### src/rtl/vga_tile_renderer.sv
// rtl/vga_tile_renderer.sv - tile/text-mode pixel generator with per-frame scroll and per-tile blink
module vga_tile_renderer #(
  parameter int   MAP_COLS_LOG2 = 7,
  parameter int   MAP_ROWS_LOG2 = 6,
  parameter int   BLINK_LOG2    = 5,
  parameter logic H_IDLE        = 1'b1,
  parameter logic V_IDLE        = 1'b1
) (
  input  logic                                   pixel_clock,
  input  logic                                   reset,
  input  logic [11:0]                            h_position,
  input  logic [11:0]                            v_position,
  input  logic                                   visible_area,
  input  logic                                   h_sync_in,
  input  logic                                   v_sync_in,
  input  logic [MAP_COLS_LOG2+2:0]               scroll_x,
  input  logic [MAP_ROWS_LOG2+2:0]               scroll_y,
  output logic [MAP_ROWS_LOG2+MAP_COLS_LOG2-1:0] tile_addr,
  input  logic [15:0]                            tile_data,
  output logic [10:0]                            font_addr,
  input  logic [7:0]                             font_data,
  output logic [3:0]                             vga_red,
  output logic [3:0]                             vga_green,
  output logic [3:0]                             vga_blue,
  output logic                                   vga_horizontal_sync,
  output logic                                   vga_vertical_sync
);

  // scrolled pixel coordinate widths: 8 px per tile, so 3 extra bits below the tile index
  localparam int SX_W = MAP_COLS_LOG2 + 3;
  localparam int SY_W = MAP_ROWS_LOG2 + 3;

  // foreground channel level: intensity lifts both the lit and unlit levels
  function automatic logic [3:0] fg_level(input logic on, input logic intense);
    if (on) return intense ? 4'hF : 4'hA;
    else    return intense ? 4'h5 : 4'h0;
  endfunction

  logic [SX_W-1:0] shadow_x;
  logic [SY_W-1:0] shadow_y;
  logic [7:0]      frame_count;

  logic            frame_start;
  logic [SX_W-1:0] eff_x;
  logic [SY_W-1:0] eff_y;
  logic [SX_W-1:0] sx;
  logic [SY_W-1:0] sy;
  logic [7:0]      frame_count_next;

  // the frame-start pixel already uses the freshly sampled scroll and frame count
  assign frame_start      = (h_position == 12'd0) && (v_position == 12'd0);
  assign eff_x            = frame_start ? scroll_x : shadow_x;
  assign eff_y            = frame_start ? scroll_y : shadow_y;
  assign sx               = h_position[SX_W-1:0] + eff_x;
  assign sy               = v_position[SY_W-1:0] + eff_y;
  assign frame_count_next = frame_start ? frame_count + 8'd1 : frame_count;

  logic [2:0] fine_x_s1, fine_x_s2, fine_x_s3, fine_x_s4;
  logic [2:0] glyph_row_s1, glyph_row_s2;
  logic       phase_s1, phase_s2;
  logic [3:0] fg_s3, fg_s4;
  logic [2:0] bg_s3, bg_s4;
  logic       blink_s3, blink_s4;
  logic [3:0] vis_dl;
  logic [4:0] hs_dl, vs_dl;

  // E1: scroll shadow, frame counter, tile address and per-pixel coordinates
  always_ff @(posedge pixel_clock) begin
    if (reset) begin
      shadow_x     <= '0;
      shadow_y     <= '0;
      frame_count  <= 8'd0;
      tile_addr    <= '0;
      fine_x_s1    <= 3'd0;
      glyph_row_s1 <= 3'd0;
      phase_s1     <= 1'b0;
    end else begin
      if (frame_start) begin
        shadow_x <= scroll_x;
        shadow_y <= scroll_y;
      end
      frame_count  <= frame_count_next;
      tile_addr    <= {sy[SY_W-1:3], sx[SX_W-1:3]};
      fine_x_s1    <= sx[2:0];
      glyph_row_s1 <= sy[2:0];
      phase_s1     <= frame_count_next[BLINK_LOG2];
    end
  end

  // E2: hold coordinates while the tile RAM read is in flight
  always_ff @(posedge pixel_clock) begin
    if (reset) begin
      fine_x_s2    <= 3'd0;
      glyph_row_s2 <= 3'd0;
      phase_s2     <= 1'b0;
    end else begin
      fine_x_s2    <= fine_x_s1;
      glyph_row_s2 <= glyph_row_s1;
      phase_s2     <= phase_s1;
    end
  end

  // E3: font address from the fetched glyph, latch colour and blink attributes
  always_ff @(posedge pixel_clock) begin
    if (reset) begin
      font_addr <= 11'd0;
      fg_s3     <= 4'd0;
      bg_s3     <= 3'd0;
      blink_s3  <= 1'b0;
      fine_x_s3 <= 3'd0;
    end else begin
      font_addr <= {tile_data[7:0], glyph_row_s2};
      fg_s3     <= tile_data[11:8];
      bg_s3     <= tile_data[14:12];
      blink_s3  <= tile_data[15] & phase_s2;
      fine_x_s3 <= fine_x_s2;
    end
  end

  // E4: hold attributes while the font ROM read is in flight
  always_ff @(posedge pixel_clock) begin
    if (reset) begin
      fg_s4     <= 4'd0;
      bg_s4     <= 3'd0;
      blink_s4  <= 1'b0;
      fine_x_s4 <= 3'd0;
    end else begin
      fg_s4     <= fg_s3;
      bg_s4     <= bg_s3;
      blink_s4  <= blink_s3;
      fine_x_s4 <= fine_x_s3;
    end
  end

  // visible and sync delay line; syncs leave straight from the last stage
  always_ff @(posedge pixel_clock) begin
    if (reset) begin
      vis_dl <= 4'b0000;
      hs_dl  <= {5{H_IDLE}};
      vs_dl  <= {5{V_IDLE}};
    end else begin
      vis_dl <= {vis_dl[2:0], visible_area};
      hs_dl  <= {hs_dl[3:0], h_sync_in};
      vs_dl  <= {vs_dl[3:0], v_sync_in};
    end
  end

  assign vga_horizontal_sync = hs_dl[4];
  assign vga_vertical_sync   = vs_dl[4];

  logic       pix_on;
  logic [3:0] red_next, green_next, blue_next;

  // pixel colour select; blink forces the background, blanking forces black
  always_comb begin
    red_next   = 4'h0;
    green_next = 4'h0;
    blue_next  = 4'h0;
    pix_on     = font_data[3'd7 - fine_x_s4] & ~blink_s4;
    if (vis_dl[3]) begin
      if (pix_on) begin
        red_next   = fg_level(fg_s4[2], fg_s4[3]);
        green_next = fg_level(fg_s4[1], fg_s4[3]);
        blue_next  = fg_level(fg_s4[0], fg_s4[3]);
      end else begin
        red_next   = bg_s4[2] ? 4'hA : 4'h0;
        green_next = bg_s4[1] ? 4'hA : 4'h0;
        blue_next  = bg_s4[0] ? 4'hA : 4'h0;
      end
    end
  end

  // E5: registered RGB
  always_ff @(posedge pixel_clock) begin
    if (reset) begin
      vga_red   <= 4'h0;
      vga_green <= 4'h0;
      vga_blue  <= 4'h0;
    end else begin
      vga_red   <= red_next;
      vga_green <= green_next;
      vga_blue  <= blue_next;
    end
  end

endmodule
### config.mk
export PLATFORM = sky130hd
export DESIGN_NAME = vga_tile_renderer
export DESIGN_NICKNAME = d
export VERILOG_FILES = /design/src/rtl/vga_tile_renderer.sv
export SDC_FILE = /design/constraint.sdc
export NUM_CORES = 1
export LEC_CHECK = 0
export BUFFER_PORTS_ARGS = -buffer_cell sky130_fd_sc_hd__buf_4
export CAP_MARGIN = 30
export CORE_ASPECT_RATIO = 0.6
export CORE_MARGIN = 1
export CORE_UTILIZATION = 46
export CTS_CLUSTER_SIZE = 12
export DETAILED_ROUTE_END_ITERATION = 16
export GPL_ROUTABILITY_DRIVEN = 0
export PLACE_DENSITY = 0.8
export SYNTH_ARGS = -nofsm -noshare
export SYNTH_HDL_FRONTEND = slang
export SYNTH_SLANG_ARGS = --single-unit
### constraint.sdc
create_clock -name pixel_clock -period 3.33 [get_ports pixel_clock]
set_input_delay 0.666 -clock pixel_clock [delete_from_list [all_inputs] [get_ports pixel_clock]]
set_output_delay 0.666 -clock pixel_clock [all_outputs]
set_load 0.02 [all_outputs]
==> run_results.csv, run 1 <==
group,metric,value,unit
min_path,hp-class,"flip-flop to flip-flop",
place,io_buffers,109,
cells_and_area,drive_gt1_share,41.0,%
synthesis,synth-edff-count,0,
worst_setup_path,ff2ff_path_depth,9,
grt,grt_pass1_vias,2844,
worst_setup_path,path_max_fanout,5,
timing,holdWs,0.408,ns
floorplanning,io_pins,110,
clocking,cts_tree,"yes",
timing,skew,0.00337,ns
place,pre_cts_ws,-0.346,ns
run_status,outcome,"completed",
worst_setup_path,critPathBufInv,4,
synthesis,syn_area_per_cell,10.8,sq um
timing,tightest_slew,0.628,ns
place,dp_hpwl,6210,um
cells_and_area,nFillCells,658,
grt,grt_max_degree,44,
worst_setup_path,rrSetupSlack,1.15,ns
drt,drt_iter0_markers,144,
timing,final_max_slew_viol_count,0,
clocking,cts-root-buf,"clkbuf_16",
worst_setup_path,crit_path_max_incr_delay,0.37,ns
floorplanning,initial_core_util,48.4,%
clocking,clockBufferDepth,2,
worst_setup_path,crit_family,"simple AND/OR/NAND/NOR gates",
drt,drc_errors,0,
worst_setup_path,crit_cells,16,
synthesis,ys_async_sr_fraction,0,%
floorplanning,core_area,8010,sq um
grt,grt_usage,19.7,%
drt,ant_nets,0,
timing,fin_ws,0.122,ns
grt,globalRouteMet1Util,24.2,%
timing,final.min_clock_period,3.21,ns
worst_setup_path,crit_type,"input pin to flip-flop",
timing,rsz0062_at_grt,"yes",
timing,hold_violations,0,
drt,vias,2881,
worst_setup_path,cp_data_arrival_time,3.48,ns
timing,max_freq,312,MHz
grt,antenna_found_initial,0,
synthesis,yosysWarningCount,0,
drt,wl_per_cell,13.2,um
cells_and_area,area_growth,38.9,%
synthesis,syn_nets,451,
grt,grtUsageMet3,6.80,%
grt,use_met2,32.4,%
timing,fin_crit_sh,96.3,%
timing,setup_viol,0,
worst_setup_path,reg2reg_from,"shadow_x[0]",
worst_setup_path,cp-end-kind,"flip-flop",
timing,relSlewSlack,58.1,%
pwr,p_per_area,456,nW/um^2
worst_setup_path,cp-start-kind,"input pin",
drt,dr.pass1.iters,4,
worst_setup_path,cp_common_cell,"buf_4",
grt,grt_pass1_wl,13000,um
floorplanning,die_x,120,um
worst_setup_path,crit_chain,"buf_4, nor4_2, buf_4, nand4_1, nor2_4, buf_4, mux2_2, ha_1, inv_1, fa_1, nor2b_1, o21ai_0, a21oi_1, nor4_2, or3_1, mux2i_1",
worst_setup_path,r2r_end,"tile_addr[5]",
clocking,clock_latency,0.34,ns
synthesis,synth_cells,359,
floorplanning,dieArea,8810,sq um
worst_setup_path,crit_end,"tile_addr[12]",
synthesis,synth_cell_types,39,
grt,top_usage_layer,"met2",
drt,wirelength,8180,um
floorplanning,die_y,73.1,um
drt,avgViaCountPerCell,4.65,
worst_setup_path,required,3.60,ns
synthesis,seq_area_frac_synth,52.7,%
worst_setup_path,cp_slowest_cell,"fa_1",
worst_setup_path,startpoint,"h_position[1]",
synthesis,synth-seq-cells,102,
clocking,clock_sinks,102,
flow_run,maxCapViolCount,0,
cells_and_area,final_common_cell,"buf_4",
pwr,p_leak,2.48,nW
grt,grt-ovfl-total,0,
clocking,numCtsBuffers,9,
clocking,htreeDepth,3,
cells_and_area,antenna_cells,0,
cells_and_area,mostFrequentLayoutCells,"buf_4, dfxtp_1, nor2b_1, nor2_1",
floorplanning,std_cell_rows,25,
clocking,clk_pin_slew,0.07,ns
cells_and_area,nets,599,
synthesis,synth_area,3870,sq um
synthesis,synthFlopType,"dfxtp_1",
pwr,peakVddDrop,0.268,mV
==> synthesized netlist by cell type (all sizes together), types with 3 or more instances <==
cell / n / area share [%]
a21oi: 4 / 0.52
inv: 5 / 0.48
nor3: 3 / 0.39
a21o: 3 / 0.58
buf: 11 / 2.1
nand4: 3 / 0.48
mux2i: 8 / 2.1
xor2: 11 / 2.5
nor2b: 48 / 7.7
xnor2: 5 / 1.1
o21a: 4 / 0.77
nor2: 31 / 3.2
dfxtp: 102 / 53
nand2: 10 / 0.97
clkbuf: 10 / 0.97
o21ai: 10 / 1.4
and2: 18 / 2.9
ha: 18 / 5.8
mux2: 18 / 5.4
nor4: 7 / 1.1
nand2b: 3 / 0.48
or2: 10 / 1.6
==> per-stage QoR <==
step | cells | cell area, sq um | TNS (ns) | utilization (%) | power, mW
after floorplan | 359 | 3880 | 0 | - | 1.38
final | 620 | 5380 | 0 | 67.2 | 2.46
after global placement | 604 | 5080 | -0.715 | 63.5 | 1.51
after global routing | 620 | 5380 | -0.00232 | 67.2 | 2.55
after detailed placement | 604 | 5080 | -1.93 | 63.5 | 1.51
after CTS | 620 | 5360 | 0 | 66.9 | 2.48
==> worst min-delay path by stage <==
stage	startpoint	endpoint	slack, ns	cells past startpoint
after floorplan	hs_dl[0]	hs_dl[1]	0.39	1
after global placement	hs_dl[0]	hs_dl[1]	0.39	1
after detailed placement	vs_dl[1]	vs_dl[2]	0.39	1
after CTS	vs_dl[1]	vs_dl[2]	0.41	1
after global routing	vs_dl[3]	vs_dl[4]	0.42	1
final	hs_dl[1]	hs_dl[2]	0.41	1
==> per-layer routing <==
| metal | routed length [um] | vias up | share of wire (%) |
|---|---|---|---|
| met5 | 0 | - | 0 |
| met4 | 108 | 0 | 1.3 |
| met3 | 536 | 11 | 6.6 |
| met2 | 3690 | 101 | 45 |
| met1 | 3840 | 1288 | 47 |
| li1 | - | 1481 | - |
==> repair_timing <==
item / in CTS / in global routing
gates resized for setup: 0 / 5
hold buffers: 0 / 0
setup endpoints to repair: 0 / 5
buffers inserted: 0 / 0
==> layout make-up <==
class	instances	area, sq um	area share, %
clock inverters	5	43.8	0.814
flip-flops and latches	102	2040	37.9
repair buffers	158	1190	22.0
clock buffers	11	233	4.32
inverters	5	18.8	0.349
multi-input cells	231	1720	32.0
well taps	108	135	2.51
==> state kept, by name, indices dropped and copies added, names as in the netlist, 4 cells and up <==
name	cells
frame_count	6
shadow_x	10
fg_s3	4
hs_dl	5
tile_addr	13
shadow_y	9
fg_s4	4
vis_dl	4
font_addr	11
vs_dl	5
==> worst register-to-register path: cells and delay by family (launching register included) <==
kind | cells | cell delay, ns
AO/OA/AOI/OAI | 4 | 0.68
multiplexers | 1 | 0.27
AND/OR/NAND/NOR | 1 | 0.05
flip-flops | 1 | 0.30
XOR/XNOR | 1 | 0.16
adder cells (fa/ha/maj) | 2 | 0.60
==> where the power goes <==
group	leakage (nW)	switching [mW]	internal (mW)
Clock	0.128	0.452	0.516
Sequential	0.836	0.00870	1.26
Combinational	1.52	0.0947	0.129
==> cells by family after synthesis <==
group,after synthesis,share of synthesized area [%]
mux,28,8.65
fa+ha+maj,20,6.85
xor+xnor,16,3.62
simple gates,140,20.1
flops,102,52.7
buf+inv,26,3.58
compound gates,27,4.49
(Power assumes the default switching activity.)
==> run 2, diff against run 1 <==
--- a/config.mk
+++ b/config.mk
@@ -7,13 +7,15 @@
 export LEC_CHECK = 0
 export BUFFER_PORTS_ARGS = -buffer_cell sky130_fd_sc_hd__buf_4
 export CAP_MARGIN = 30
-export CORE_ASPECT_RATIO = 0.6
+export CELL_PAD_IN_SITES_DETAIL_PLACEMENT = 0
+export CELL_PAD_IN_SITES_GLOBAL_PLACEMENT = 1
+export CORE_ASPECT_RATIO = 0.7
 export CORE_MARGIN = 1
-export CORE_UTILIZATION = 46
+export CORE_UTILIZATION = 35
 export CTS_CLUSTER_SIZE = 12
 export DETAILED_ROUTE_END_ITERATION = 16
 export GPL_ROUTABILITY_DRIVEN = 0
-export PLACE_DENSITY = 0.8
+export PLACE_DENSITY = 0.79
 export SYNTH_ARGS = -nofsm -noshare
 export SYNTH_HDL_FRONTEND = slang
 export SYNTH_SLANG_ARGS = --single-unit
==> run_results.csv, run 2 (synthesized netlist as in run 1, its figures left out) <==
group,metric,value,unit
drt,vias,2886,
cells_and_area,nFillCells,953,
floorplanning,core_area,10600,sq um
floorplanning,die_x,128,um
timing,final.min_clock_period,3.16,ns
place,io_buffers,109,
cells_and_area,final_util,52.4,%
run_status,outcome,"completed",
worst_setup_path,cp_slowest_cell,"o41a_1",
floorplanning,dieArea,11500,sq um
grt,antenna_found_initial,0,
cells_and_area,antenna_cells,0,
pwr,peakVddDrop,0.238,mV
worst_setup_path,cp-end-kind,"flip-flop",
clocking,clockBufferDepth,2,
drt,ant_nets,0,
clocking,cts_tree,"yes",
clocking,cts-root-buf,"clkbuf_16",
worst_setup_path,cp-start-kind,"input pin",
grt,grt_max_degree,65,
clocking,cts_hold_repair.buffers,0,
timing,max_freq,317,MHz
clocking,clock_sinks,102,
drt,drt_iter0_markers,141,
timing,skew,0.00785,ns
place,dp_hpwl,6350,um
worst_setup_path,crit_path_max_incr_delay,0.35,ns
pwr,p_total,2.53,mW
cells_and_area,mostFrequentLayoutCells,"buf_4, dfxtp_1, nor2b_1, nor2_1, and2_1",
timing,tightest_slew,0.632,ns
flow_run,maxCapViolCount,0,
drt,wirelength,8680,um
place,pre_cts_ws,-0.250,ns
floorplanning,io_pins,110,
timing,setup_viol,0,
drt,dr.pass1.iters,4,
grt,grt_usage,15.7,%
grt,grt_pass1_wl,14000,um
floorplanning,initial_core_util,36.7,%
floorplanning,die_y,90.0,um
cells_and_area,reg_top3,"tile_addr (13), font_addr (11), shadow_x (10)",
timing,final_max_slew_viol_count,0,
timing,hold_violations,0,
cells_and_area,largest_reg_flops,13,
cells_and_area,multi_input_area,1750,sq um
worst_setup_path,crit_type,"input pin to flip-flop",
timing,fin_crit_sh,94.7,%
cells_and_area,nets,602,
grt,grt-ovfl-total,0,
drt,wl_per_cell,13.1,um
worst_setup_path,crit_chain,"buf_4, nor4_2, buf_4, nand4_1, nor2_4, buf_4, mux2_2, ha_2, a211oi_2, nor2_2, o41a_1, a31oi_1, nor2_1, mux2_4",
clocking,clk_pin_slew,0.07,ns
worst_setup_path,required,3.56,ns
drt,drc_errors,0,
timing,relSlewSlack,57.9,%
min_path,hp-class,"flip-flop to flip-flop",
floorplanning,std_cell_rows,31,
worst_setup_path,cp_common_cell,"buf_4",
clocking,htreeDepth,3,
cells_and_area,area_growth,42.6,%
clocking,numCtsBuffers,9,
cells_and_area,top_register,"tile_addr",
worst_setup_path,path_max_fanout,4,
timing,holdWs,0.400,ns
pwr,p_leak,2.50,nW
cells_and_area,drive_gt1_share,42.7,%
grt,grt_pass1_vias,2917,
cells_and_area,ff_latch_area,2040,sq um
worst_setup_path,cp_data_arrival_time,3.39,ns
clocking,clock_latency,0.34,ns
timing,fin_ws,0.175,ns
drt,avgViaCountPerCell,4.35,
pwr,p_per_area,459,nW/um^2
cells_and_area,final_common_cell,"buf_4",
==> run 2: area by class of cell <==
type                    count  share of cell area (%)
repair buffers            161                    22.2
flip-flops and latches    102                    37.0
well taps                 148                    3.35
multi-input cells         231                    31.7
inverters                   5                   0.340
clock inverters             6                    1.29
clock buffers              10                    4.14
==> run 2: report_power, final <==
group          internal (mW)  total (mW)  switching, mW  leakage [nW]
clock network          0.588        1.04          0.456         0.139
logic                  0.129       0.225         0.0965          1.52
registers               1.26        1.26        0.00892         0.836
total                   1.97        2.53          0.562          2.50
==> run 2: routing by layer <==
metal	GRT usage (%)	part of all wire, %	vias up
met3	4.64	5.2	9
li1	-	-	1479
met5	0	0	-
met1	20.9	50	1322
met2	24.5	44	76
met4	4.61	1.0	0
==> run 2: worst paths after layout <==
path,start,end,slack (ns),depth (start not counted)
max,h_position[1],tile_addr[6],0.17,14
max reg2reg,shadow_x[1],tile_addr[6],1.19,8
min,vs_dl[1],vs_dl[2],0.40,1
min reg2reg,vs_dl[1],vs_dl[2],0.40,1
==> run 2: timing repair <==
| item | 4_1_cts | 5_1_grt |
|---|---|---|
| setup endpoints to repair | 0 | 4 |
| setup buffers | 0 | 3 |
| endpoints found under the hold margin | 0 | 0 |
| gates resized for setup | 0 | 14 |
==> run 2: metrics by stage <==
stage | instances | TNS (ns) | cell area, sq um
4_1_cts | 660 | 0 | 5430
3_5_place_dp | 644 | -1.24 | 5130
5_1_grt | 663 | -0.0219 | 5520
6_report | 663 | 0 | 5520
3_3_place_gp | 644 | -0.995 | 5130
2_1_floorplan | 359 | 0 | 3880
==> run 2: worst max-delay path: cells and delay by family <==
family	cells	cell delay, ns
muxes	2	0.61
AOI/OAI and AO/OA	3	0.74
and+or+nand+nor	5	0.72
adders and majority gates	1	0.21
buffers and inverters	3	0.42
==> run 3, diff against run 2 <==
==> config.mk (replaced) <==
export PLATFORM = sky130hd
export DESIGN_NAME = vga_tile_renderer
export DESIGN_NICKNAME = d
export VERILOG_FILES = /design/src/rtl/vga_tile_renderer.sv
export SDC_FILE = /design/constraint.sdc
export NUM_CORES = 1
export LEC_CHECK = 0
export CAP_MARGIN = 30
export CELL_PAD_IN_SITES_DETAIL_PLACEMENT = 0
export CELL_PAD_IN_SITES_GLOBAL_PLACEMENT = 1
export CORE_ASPECT_RATIO = 0.7
export CORE_MARGIN = 1
export CORE_UTILIZATION = 43
export CTS_CLUSTER_SIZE = 12
export DETAILED_ROUTE_END_ITERATION = 16
export DONT_BUFFER_PORTS = 1
export GPL_ROUTABILITY_DRIVEN = 0
export PLACE_DENSITY = 0.73
export SYNTH_ARGS = -nofsm -noshare
export SYNTH_HDL_FRONTEND = slang
export SYNTH_SLANG_ARGS = --single-unit
==> run_results.csv, run 3 (synthesized netlist as in run 1, its figures left out) <==
group,metric,value,unit
pwr,p_per_area,524,nW/um^2
grt,grt-ovfl-total,0,
flow_run,maxCapViolCount,0,
grt,grt_pass1_wl,10700,um
run_status,outcome,"completed",
cells_and_area,final_util,52.0,%
clocking,cts_hold_repair.buffers,0,
cells_and_area,multi_input_area,1720,sq um
place,dp_hpwl,4830,um
cells_and_area,ff_latch_area,2040,sq um
timing,timing.setup.tns,0,ns
pwr,peakVddDrop,0.300,mV
clocking,numCtsBuffers,9,
cells_and_area,drive_gt1_share,21.4,%
pwr,p_leak,1.86,nW
cells_and_area,largest_reg_flops,13,
cells_and_area,reg_top3,"tile_addr (13), font_addr (11), shadow_x (10)",
timing,holdWs,0.392,ns
cells_and_area,area_growth,15.2,%
min_path,hp-class,"input pin to flip-flop",
floorplanning,dieArea,9400,sq um
worst_setup_path,crit_path_max_incr_delay,0.37,ns
drt,ant_nets,0,
cells_and_area,mostFrequentLayoutCells,"dfxtp_1, nor2b_1, nor2_1, buf_4",
grt,grt_max_degree,82,
floorplanning,std_cell_rows,28,
clocking,clock_sinks,102,
drt,wl_per_cell,13.5,um
floorplanning,die_y,81.4,um
floorplanning,die_x,115,um
timing,final.min_clock_period,3.13,ns
clocking,cts_tree,"yes",
floorplanning,core_area,8580,sq um
pwr,p_total,2.34,mW
clocking,clockBufferDepth,2,
timing,rsz0062_at_grt,"no",
clocking,cts-root-buf,"clkbuf_16",
cells_and_area,top_register,"tile_addr",
timing,setup_viol,0,
grt,antenna_found_initial,0,
drt,avgViaCountPerCell,4.69,
worst_setup_path,crit_chain,"nor4_4, buf_4, nand4_1, nor2_4, mux2_2, ha_1, fa_2, a21o_1, a21oi_2, o21ai_0, o21ai_1, xor2_1, nor2_1",
grt,grt_usage,15.4,%
timing,hold_violations,0,
worst_setup_path,cp_data_arrival_time,3.36,ns
timing,relSlewSlack,54.0,%
worst_setup_path,cp_slowest_cell,"mux2_2",
timing,tightest_slew,0.689,ns
worst_setup_path,required,3.57,ns
timing,fin_crit_sh,93.9,%
drt,drt_iter0_markers,72,
worst_setup_path,cp-start-kind,"input pin",
timing,max_freq,320,MHz
drt,drc_errors,0,
drt,wirelength,6800,um
drt,dr.pass1.iters,4,
worst_setup_path,path_max_fanout,5,
floorplanning,io_pins,110,
clocking,clock_latency,0.34,ns
grt,grt_pass1_vias,2191,
drt,vias,2363,
clocking,htreeDepth,3,
cells_and_area,nFillCells,770,
worst_setup_path,cp-end-kind,"flip-flop",
cells_and_area,final_common_cell,"dfxtp_1",
worst_setup_path,crit_type,"input pin to flip-flop",
floorplanning,initial_core_util,45.1,%
timing,final_max_slew_viol_count,0,
cells_and_area,nets,471,
timing,fin_ws,0.203,ns
cells_and_area,antenna_cells,0,
clocking,clk_pin_slew,0.07,ns
place,io_buffers,0,
timing,skew,0.00485,ns
place,pre_cts_ws,-0.280,ns
[run 3: cell count changes in the layout (fill, tap and decap cells not counted), moves of 3 or more]
cell / delta
o21ai_1: -3
o21ai_0: +3
nor4_2: -3
buf_4: -131
ha_1: +3
[run 3: final cells by class]
type,count,area share [%]
clock inverter,6,1.18
timing repair buffer,30,5.58
clock buffer,10,5.13
tap,120,3.36
sequential,102,45.7
inverter,5,0.420
multi-input combinational,231,38.6
[run 3: timing repair]
item,CTS,global route
resized for setup,0,5
endpoints found under the hold margin,0,0
setup endpoints to repair,0,4
buffers inserted,0,0
[run 3: worst max-delay path, delay by kind of cell]
family / cells / cell delay [ns]
compound gates: 4 / 0.73
simple gates: 4 / 0.67
fa+ha+maj: 2 / 0.60
mux: 1 / 0.37
xor+xnor: 1 / 0.18
buf+inv: 1 / 0.15
[run 3: metrics by stage]
step / cell area, sq um / std cells
2_1_floorplan: 3880 / 359
3_3_place_gp: 4130 / 487
3_5_place_dp: 4160 / 488
4_1_cts: 4440 / 504
5_1_grt: 4470 / 504
6_report: 4470 / 504
[run 3: per-layer routing]
metal	part of all wire [%]	wire [um]	up-vias	GRT usage, %
met3	11	741	8	8.86
met1	48	3230	1052	19.1
met4	1.2	82	0	5.32
li1	-	-	1225	-
met5	0	0	-	0
met2	40	2740	78	22.2
[run 3: report_power, final]
part	total [mW]	switching [mW]	internal, mW
sequential	1.28	0.0278	1.26
combinational	0.0757	0.0316	0.0441
clock	0.982	0.462	0.520
total	2.34	0.521	1.82
[run 3: path summary, 6_finish.rpt]
check / end / from / depth (start not counted) / slack, ns
worst max register to register: tile_addr[5] / shadow_x[0] / 9 / 1.11
worst min-delay path: tile_addr[10] / reset / 1 / 0.39
worst max-delay path: tile_addr[5] / h_position[1] / 13 / 0.20
worst min register to register: hs_dl[1] / hs_dl[0] / 1 / 0.41
